## src/rtl/aes_inv_round_ctrl.sv

```systemverilog
// aes_inv_round_ctrl: iterative AES decryption sequencer.
// Owns the cipher state and round count; the inverse round logic is external.
module aes_inv_round_ctrl #(
    parameter int NR     = 10,
    parameter int KIDX_W = 4
) (
    input  logic              clk,
    input  logic              rst,
    input  logic              clr,
    input  logic              in_valid,
    output logic              in_ready,
    input  logic [127:0]      din,
    output logic              out_valid,
    input  logic              out_ready,
    output logic [127:0]      dout,
    output logic [KIDX_W-1:0] key_idx,
    input  logic [127:0]      key_in,
    output logic [127:0]      rnd_in,
    output logic              rnd_last,
    input  logic [127:0]      rnd_out,
    output logic              busy
);

    typedef enum logic [1:0] {
        IDLE,
        RUN,
        DONE
    } fsm_t;

    localparam logic [KIDX_W-1:0] KIDX_NR    = KIDX_W'(NR);
    localparam logic [KIDX_W-1:0] KIDX_FIRST = KIDX_W'(NR - 1);
    localparam logic [KIDX_W-1:0] KIDX_ONE   = KIDX_W'(1);

    fsm_t              fsm_q;
    fsm_t              fsm_d;
    logic [127:0]      state_q;
    logic [KIDX_W-1:0] rnd_q;
    logic              rnd_zero;
    logic              accept;

    assign rnd_zero = (rnd_q == '0);
    assign accept   = (fsm_q == IDLE) && in_valid && !clr;
    assign dout     = state_q;
    assign rnd_in   = state_q;

    always_ff @(posedge clk or posedge rst) begin
        if (rst) begin
            fsm_q <= IDLE;
        end else begin
            fsm_q <= fsm_d;
        end
    end

    // Whitening with rk[NR] happens on the accept edge itself.
    always_ff @(posedge clk or posedge rst) begin
        if (rst) begin
            state_q <= '0;
            rnd_q   <= '0;
        end else if (clr) begin
            rnd_q <= '0;
        end else if (accept) begin
            state_q <= din ^ key_in;
            rnd_q   <= KIDX_FIRST;
        end else if (fsm_q == RUN) begin
            state_q <= rnd_out;
            if (!rnd_zero) begin
                rnd_q <= rnd_q - KIDX_ONE;
            end
        end
    end

    always_comb begin
        fsm_d = fsm_q;
        unique case (fsm_q)
            IDLE: if (in_valid) fsm_d = RUN;
            RUN: if (rnd_zero) fsm_d = DONE;
            DONE: if (out_ready) fsm_d = IDLE;
            default: fsm_d = IDLE;
        endcase
        if (clr) begin
            fsm_d = IDLE;
        end
    end

    always_comb begin
        in_ready  = 1'b0;
        out_valid = 1'b0;
        busy      = 1'b0;
        rnd_last  = 1'b0;
        key_idx   = KIDX_NR;
        unique case (fsm_q)
            IDLE: in_ready = 1'b1;
            RUN: begin
                busy     = 1'b1;
                key_idx  = rnd_q;
                rnd_last = rnd_zero;
            end
            DONE: begin
                busy      = 1'b1;
                out_valid = 1'b1;
            end
            default: in_ready = 1'b0;
        endcase
    end

endmodule

```

## config.mk

```make
export PLATFORM = sky130hd
export DESIGN_NAME = aes_inv_round_ctrl
export DESIGN_NICKNAME = d
export VERILOG_FILES = /design/src/rtl/aes_inv_round_ctrl.sv
export SDC_FILE = /design/constraint.sdc
export NUM_CORES = 1
export LEC_CHECK = 0
export ABC_AREA = 1
export ABC_CLOCK_PERIOD_IN_PS = 4330
export BUFFER_PORTS_ARGS = -buffer_cell sky130_fd_sc_hd__buf_4
export CELL_PAD_IN_SITES_DETAIL_PLACEMENT = 0
export CELL_PAD_IN_SITES_GLOBAL_PLACEMENT = 1
export CORE_AREA = 4 4 251 253
export CTS_BUF_LIST = sky130_fd_sc_hd__clkbuf_16
export DETAILED_ROUTE_END_ITERATION = 7
export DIE_AREA = 0 0 255 257
export HOLD_SLACK_MARGIN = 0.1
export PLACE_DENSITY_LB_ADDON = 0.2
export SLEW_MARGIN = 15
export SYNTH_ARGS = -nofsm -noshare
export SYNTH_HDL_FRONTEND = slang
export SYNTH_SLANG_ARGS = --single-unit
```

## constraint.sdc

```tcl
create_clock -name clk -period 4.33 [get_ports clk]
set_input_delay 0 -clock clk [delete_from_list [all_inputs] [get_ports clk]]
set_output_delay 0 -clock clk [all_outputs]
set_load 0.03 [all_outputs]
```

== Yosys cells after proc, flatten, opt, wreduce, memory -nomap -nowiden ==
Index checks and enable logic that the tools add are counted.
Storage, ports and cells
  register bits: 134
  input port bits: 389
  output and inout port bits: 264
  word-level logic and storage cells: 39
Cells by class
  add/sub/neg operators: 1
  eq/ne operators: 6
  mux-type cells: 16
  bitwise operators: 2
  reduce and logical (&&, ||, !) cells: 11
Operators with widths (count)
  $mux 128: 2
  $xor 128x128->128: 1
  $mux 4: 5
  $ne 3x3->1 const B: 3
  $mux 2: 4
  $pmux 2 s3: 1
  $logic_not 4->1: 1
  $mux 1: 4
  $reduce_and 2->1: 2
  $sub 4x1->4 const B: 1
  $ne 3x2->1 const B: 1
  $reduce_and 3->1: 1
  $reduce_bool 3->1: 1
  $eq 2x1->1 const B: 1
  $eq 2x2->1 const B: 1
  $logic_and 1x1->1: 2
  $logic_not 2->1: 1
  $reduce_bool 2->1: 1
  $reduce_or 2->1: 1
  $logic_not 1->1: 1
  $not 1->1: 1

== Depth between registers and ports, before layout ==
Gate-level depths: netlist (run 1).
  depth after elaboration: 5
  gate-level depth with buffers: 10

== Worst setup path before layout (run 1) ==
No wires, ideal clock.
  path type: reg2reg
  from: register fsm_q[0]
  to: register state_q[32], in the netlist dout[32]
  setup time: 0.121 ns
  arrival: 1.706 ns
  data required time: 4.209 ns
  setup slack: 2.503 ns
  cell stages (with the launch flop): 8
  clock period less this slack: 1.827 ns
  path through: dfrtp_1 > inv_1 > ha_1 > nand2_1 > a21oi_2 > buf_4 > buf_2 > o21ai_1
On the way
  cells in the longest elaborated chain, start to end: 5
  elaborated cells between the ends (all ways): 7
  classes of those cells: eq/ne (1); mux (1); reduce/logical (5)
Ends and longest elaborated chain
  from (decl): line 34  | fsm_t fsm_q;
  from (signal assigned): line 50  | fsm_q <= fsm_d;
  $logic_not 2->1: line 42  | assign accept = (fsm_q == IDLE) && in_valid && !clr;
  $logic_and 1x1->1 (2 in series): line 42
  $reduce_bool 2->1 (no source line)
  $reduce_and 2->1 (no source line)
  to (signal assigned): line 62  | state_q <= din ^ key_in;
  to (signal assigned): line 65  | state_q <= rnd_out;
  to (decl): line 36  | logic [127:0] state_q;
Several ways; a longest one is shown, not always the timed one.
A chain may end at the register's enable or synchronous reset.

== Final worst setup path (run 1) ==
  from: register fsm_q[1]
  to: register state_q[47], in the netlist dout[47]
The elaborated chain is that of the path after synthesis.

==> run_results.csv, run 1 <==
group,metric,value,unit
global_route,met1_usage,14.0,%
clocking,clockRootBuffer,"clkbuf_16",
pwr,power_frac_clock,13.1,%
finish,syn_to_final_growth,84.5,%
timing,rsz0062_at_grt,"no",
logic_synthesis,syn_area,9330,um2
worst_setup_path,cp-end-kind,"register",
pwr,pwr-share-comb,62.5,%
timing,slew_headroom,34.9,%
finish,diodes,0,
logic_synthesis,yosysSeqAreaShare,36.0,%
clocking,clk_pin_slew,0.06,ns
finish,drive_above_1_share,33.6,%
timing,drv_slew,0,
drt,routed_via_density,3.65,
min_path,hold_class,"in2async",
worst_setup_path,worstReg2RegStart,"fsm_q[1]",
logic_synthesis,synth.distinct_cells,20,
floorplan,row_count,91,
drt,drt_pass1_iterations,4,
pwr,swShare,50.6,%
floorplan,pin_count,653,
logic_synthesis,synth_xor_area_share,12.0,%
clocking,cts_setup_buffers,0,
clocking,cts_sinks,134,
worst_setup_path,rrSetupSlack,1.47,ns
timing,worst_clock_skew,0.0125,ns
drt,routed_wl,41.6,mm
pwr,power_frac_seq,24.4,%
worst_setup_path,worstSetupStartpointType,"register",
global_route,use_met2,23.3,%
worst_setup_path,critical_path_class,"reg2reg",
drt,avgRoutedWirePerCell,14.7,um
timing,min_period_over_period,66.0,%
logic_synthesis,synthAdderAreaFrac,0.805,%
pwr,ir_drop,0.298,mV
clocking,cts_made_buffers,17,
timing,max_freq,0.350,GHz
logic_synthesis,syn-num-nets,1673,
run_status,status,"completed",
worst_setup_path,critPathLaunch,"fsm_q[1]",
floorplan,coreArea,61000,um2
logic_synthesis,syn_avg_cell_area,7.30,um2
pwr,power_switching,0.00533,W
logic_synthesis,yosys-mux-area-fraction,0,%
worst_setup_path,reg2regPathDepth,9,
clocking,cts_tree,"built",
worst_setup_path,crit_path_max_fanout,130,
global_route,grt_antenna_before_repair,0,
worst_setup_path,cp_data_required_time,4.67,ns
floorplan,die_w,255,um
clocking,ctsHtreeMaxLevel,4,
drt,vias,10400,
pwr,p_int,0.00520,W
worst_setup_path,reg2reg_to,"dout[47]",
drt,detail-route-antenna-nets,0,
logic_synthesis,synth-simple-area-share,18.9,%
pwr,powerDensity,612,nW/um2
finish,nets,2432,
timing,setup_viol,0,
pwr,p_leak,8.54,nW
global_route,grt_usage,12.5,%
drt,drtIter0Drc,254,
worst_setup_path,critPathArrivalTime,3.20,ns
placed_design,pre_cts_ws,2.02,ns
logic_synthesis,ys_warn_count,0,
floorplan,fp.dieArea,65500,um2
global_route,globalRouteOverflowTotal,0,
timing,report.final.hold_viol_count,0,
global_route,grt_max_degree,138,
finish,final_util,28.2,%
finish,final_cell_mix,"buf_4 (653), nand2_1 (276), inv_1 (270), dlygate4sd3_1 (267), nand3_1 (137)",
floorplan,die_y,257,um
finish,nFillCells,6767,
placed_design,place_congestion,0.738,
global_route,use_met3,3.01,%
drt,drcViolationCount,0,
logic_synthesis,synth_top_family_by_area,"buffers and inverters",
timing,worst_slack,1.47,ns
clocking,clockBufferDepth,2,
floorplan,start_util,15.3,%
worst_setup_path,endpoint,"dout[47]",
global_route,grt_first_pass_wirelength,62.4,mm
run,maxCapViolations,0,
clocking,clkLatencyLatePin,0.47,ns
pwr,total_power,0.0105,W
placed_design,hpwlAfterDp,31.3,mm
timing,period_needed,2.86,ns
timing,worst_pin_slew,0.976,ns
global_route,grt_most_used_layer,"met2",
logic_synthesis,ys_ff_latch,134,
finish,final_common_cell,"buf_4",
logic_synthesis,synth_compound_area_share,7.24,%
timing,finalSetupTns,0,ns
timing,hold-worst-slack,0.225,ns
logic_synthesis,synth_cells,1278,
placed_design,portBuffers,652,
global_route,grt_pass1_vias,11000,
-- cell families after synthesis --
family / count (synthesis)
AND/OR/NAND/NOR: 422
XOR/XNOR: 128
AO/OA/AOI/OAI: 134
adder cells (fa/ha/maj): 6
flip-flops: 134
buffers and inverters: 454
-- flip-flops by register name (all words and copies together), names as in the netlist --
| name | cells |
|---|---|
| dout | 128 |
| fsm_q | 2 |
| rnd_q | 4 |
-- routing by layer --
layer	vias to the layer above	routed length, um
met2	327	22200
met5	-	0
met4	0	528
li1	5230	-
met3	27	2510
met1	4782	16300
-- worst max-delay path: stages, from the launching register on --
cell and delay, ns:
dfrtp_1 0.40, inv_1 0.10, ha_1 0.22, nand2_1 0.17, nor2_4 0.18, buf_12 0.35
nand2_1 0.19, nand3_1 0.11, dlygate4sd3_1 0.55, o21ai_1 0.05
-- cells in the mapped netlist --
cell type  instances  area (um2)
nand4_1            1        6.26
o21ai_0           11        55.1
dfrtp_1          134        3350
inv_2              2        7.51
a31oi_1            1        6.26
nand2_1          276        1040
a21oi_2            1        8.76
a21oi_1            2        10.0
nor2_4             1        11.3
buf_2             37         185
nor2_1             7        26.3
buf_4            136        1020
clkbuf_1           1        3.75
buf_6             10         113
ha_1               6        75.1
inv_1            267        1000
buf_1              1        3.75
o21ai_1          119         596
xnor2_1          128        1120
nand3_1          137         686
-- power groups by stage --
stage / registers (W) / clock network, W / logic (W)
final: 0.00257 / 0.00138 / 0.00657
after global routing: 0.00267 / 0.00150 / 0.00703
after CTS: 0.00262 / 0.00147 / 0.00665
after detailed placement: 0.00262 / 0 / 0.00624
after global placement: 0.00261 / 0 / 0.00624
after floorplan: 0.00345 / 0 / 0.00337
-- how the worst min path moves through the flow --
stage	end	cells past startpoint
after CTS	dout[81]	3
after global routing	dout[81]	3
final	dout[81]	3
after detailed placement	dout[80]	2
after global placement	dout[80]	2
after floorplan	rnd_q[2]	3
-- timing repair --
item | in CTS | in global routing
hold buffers | 267 | 0
resized for setup | 0 | 0
endpoints found under the setup margin | 0 | 0
endpoints found under the hold margin | 206 | 0
-- area by class of cell --
type / count / area [um2] / area share, %
inverter: 269 / 1020 / 5.91
timing repair buffer: 925 / 7670 / 44.6
multi-input combinational: 690 / 3640 / 21.2
tap: 790 / 988 / 5.75
sequential: 134 / 3350 / 19.5
clock buffer: 17 / 425 / 2.47
clock inverter: 14 / 98.8 / 0.575
-- stage by stage --
stage / instances / instance area (um2)
after floorplan: 1278 / 9330
after global placement: 2541 / 14000
after detailed placement: 2541 / 14000
after CTS: 2839 / 17200
after global routing: 2839 / 17200
final: 2839 / 17200
Note: power is estimated with default switching activity, not from simulation.
==> run 2: changes to the inputs <==
- ABC_AREA: 1 -> 0
- ABC_CLOCK_PERIOD_IN_PS: 4330 -> 2500
- clock period: 4.33 -> 2.5 ns (I/O delays scaled with it)
==> run 2 against run 1 <==
  * Synthesized cell count decreased by 44%
  * Die area unchanged
  * Clock power increased by 99%
  * Register-to-register slack got worse by 1.2 ns
  * Combinational power increased by 48%
  * Non-clock buffer count increased by 105
  * Setup slack got worse by 1.2 ns
  * Routed wire length decreased by 8.2%
  * Clock skew decreased by 0.0045 ns
  * Total power increased by 57%
  * Clock-buffer cell count unchanged
  * Sequential power increased by 57%
  * Critical endpoint is now dout[74]
==> run_results.csv, run 2 <==
group,metric,value,unit
run_status,status,"completed",
logic_synthesis,synth.distinct_cells,27,
global_route,grt_usage,11.3,%
clocking,cts_sinks,134,
pwr,powerDensity,894,nW/um2
floorplan,start_util,15.3,%
finish,multi_input_area,4750,um2
global_route,grt_pass1_vias,9840,
timing,max_freq,0.441,GHz
pwr,ir_drop,0.516,mV
worst_setup_path,critical_path_class,"reg2reg",
drt,drtIter0Drc,186,
global_route,grt_max_degree,65,
placed_design,portBuffers,652,
floorplan,die_w,255,um
timing,min_period_over_period,90.7,%
timing,rsz0062_at_grt,"no",
pwr,p_leak,8.70,nW
clocking,clkLatencyLatePin,0.46,ns
clocking,cts_made_buffers,17,
floorplan,fp.dieArea,65500,um2
clocking,ctsHtreeMaxLevel,4,
timing,worst_clock_skew,0.00793,ns
logic_synthesis,ys_ff_latch,134,
worst_setup_path,reg2regPathDepth,7,
drt,drt_pass1_iterations,4,
finish,ff_latch_area,3350,um2
timing,worst_pin_slew,0.465,ns
finish,diodes,0,
logic_synthesis,yosysSeqAreaShare,36.0,%
floorplan,die_y,257,um
min_path,holdPathStages,4,
global_route,grt_first_pass_wirelength,55.9,mm
logic_synthesis,synth.top_cell.area_share,36.0,%
clocking,clockBufferDepth,2,
clocking,clk_pin_slew,0.07,ns
worst_setup_path,rrSetupSlack,0.23,ns
clocking,cts_setup_buffers,0,
placed_design,hpwlAfterDp,30.0,mm
drt,routed_wl,38.2,mm
finish,syn_to_final_growth,98.3,%
min_path,min_to,"dout[79]",
clocking,clockRootBuffer,"clkbuf_16",
min_path,min_from,"din[79]",
worst_setup_path,reg2reg_to,"dout[74]",
timing,finalSetupTns,0,ns
drt,vias,8641,
finish,nets,2007,
floorplan,coreArea,61000,um2
logic_synthesis,syn-num-nets,1116,
clocking,cts_tree,"built",
global_route,grt_antenna_before_repair,0,
drt,detail-route-antenna-nets,0,
logic_synthesis,synthTopCellsByArea,"dfrtp_1 (36%), mux2_4 (19%), mux2_2 (16%)",
logic_synthesis,syn_avg_cell_area,12.9,um2
worst_setup_path,cp_data_required_time,2.85,ns
drt,drcViolationCount,0,
logic_synthesis,async_flop_share,100,%
finish,nFillCells,6328,
finish,largest_register_ffs,128,
timing,slew_headroom,68.9,%
worst_setup_path,crit_path_max_fanout,26,
drt,avgRoutedWirePerCell,15.8,um
logic_synthesis,synth.most_common_cell,"mux2_2",
logic_synthesis,synth_edf_count,0,
drt,routed_via_density,3.58,
logic_synthesis,yosysTopAreaCell,"dfrtp_1",
worst_setup_path,critPathArrivalTime,2.62,ns
timing,hold-worst-slack,0.130,ns
finish,final_cell_mix,"buf_4 (668), dlygate4sd3_1 (351), mux2_2 (136), dfrtp_1 (134), xor2_1 (128)",
timing,drv_slew,0,
logic_synthesis,synth_ff_type,"dfrtp_1",
run,maxCapViolations,0,
min_path,hold_class,"in2reg",
worst_setup_path,worstSetupStartpointType,"register",
worst_setup_path,cp-end-kind,"register",
logic_synthesis,ys_warn_count,0,
timing,setup_viol,0,
worst_setup_path,worstReg2RegStart,"fsm_q[0]",
global_route,globalRouteOverflowTotal,0,
floorplan,row_count,91,
timing,period_needed,2.27,ns
finish,final_common_cell,"buf_4",
floorplan,pin_count,653,
timing,report.final.hold_viol_count,0,
placed_design,place_congestion,0.741,
logic_synthesis,synth_common_cells,"mux2_2 (136), dfrtp_1 (134), buf_4 (129), xor2_1 (128), mux2_4 (120)",
pwr,total_power,0.0165,W
finish,drive_above_1_share,59.6,%
logic_synthesis,synth_cells,721,
logic_synthesis,syn_area,9320,um2
## run 2: cell count changes in the layout (fill, tap and decap cells not counted), moves of 120 or more
cell | before | now
inv_1 | 270 | 7
mux2_2 | 0 | 136
mux2_4 | 0 | 120
nand2_1 | 276 | 4
nand3_1 | 137 | 1
xnor2_1 | 128 | 0
xor2_1 | 0 | 128
## run 2: report_power, final
part | switching, W | total [W] | internal (W)
combinational | 0.00541 | 0.00975 | 0.00434
clock | 0.00109 | 0.00274 | 0.00165
sequential | 0.000984 | 0.00404 | 0.00306
total | 0.00748 | 0.0165 | 0.00905
## run 2: area by class of cell
type                            count  area share, %
Clock inverter                     14           1.01
Multi-Input combinational cell    422           25.7
Clock buffer                       17           2.30
Sequential cell                   134           18.1
Tap cell                          790           5.35
Timing Repair Buffer             1030           47.3
Inverter                            7          0.162
## run 2: routing by layer
layer | global-route usage (%) | vias up | share of wire, %
met5 | 0 | - | 0
met4 | 3.33 | 0 | 1.6
met3 | 3.06 | 29 | 5.8
met2 | 22.1 | 309 | 56
met1 | 11.4 | 4195 | 36
li1 | - | 4108 | -
## run 2: logic make-up after synthesis
kind of cell | Yosys count | synth area share (%)
AND/OR/NAND/NOR | 19 | 1.21
flip-flops | 134 | 36.0
multiplexers | 258 | 36.0
buffers and inverters | 165 | 13.2
XOR/XNOR | 128 | 12.0
adder cells (fa/ha/maj) | 6 | 0.806
AO/OA/AOI/OAI | 11 | 0.819
## run 2: worst max path at each step
| stage | from | to | slack, ns | cells past startpoint |
|---|---|---|---|---|
| detailed placement | fsm_q[0] | dout[77] | 0.23 | 7 |
| CTS | fsm_q[0] | dout[77] | 0.24 | 7 |
| finish | fsm_q[0] | dout[74] | 0.23 | 7 |
| floorplan | fsm_q[0] | dout[0] | 0.33 | 7 |
| global placement | fsm_q[0] | dout[77] | 0.27 | 7 |
| global route | fsm_q[1] | dout[123] | 0.14 | 7 |
## run 2: critical path, stage by stage, from the launching register on
cell	delay (ns)
dfrtp_1	0.40
inv_1	0.10
ha_1	0.31
and3b_4	0.29
buf_12	0.22
buf_4	0.22
mux2_4	0.30
mux2_2	0.26
## run 2: timing repair
| item | CTS | global route |
|---|---|---|
| endpoints found under the setup margin | 0 | 0 |
| gates resized for setup | 0 | 0 |
| hold endpoints to repair | 268 | 0 |
| hold buffers | 351 | 0 |
## run 2: stage by stage
step	cells	utilization, %	instance area, um2	worst slack [ns]
floorplan	721	-	9320	0.330
global placement	2032	23.5	14400	0.265
detailed placement	2032	23.5	14400	0.230
CTS	2414	30.3	18500	0.238
global route	2414	30.3	18500	0.140
finish	2414	30.3	18500	0.232
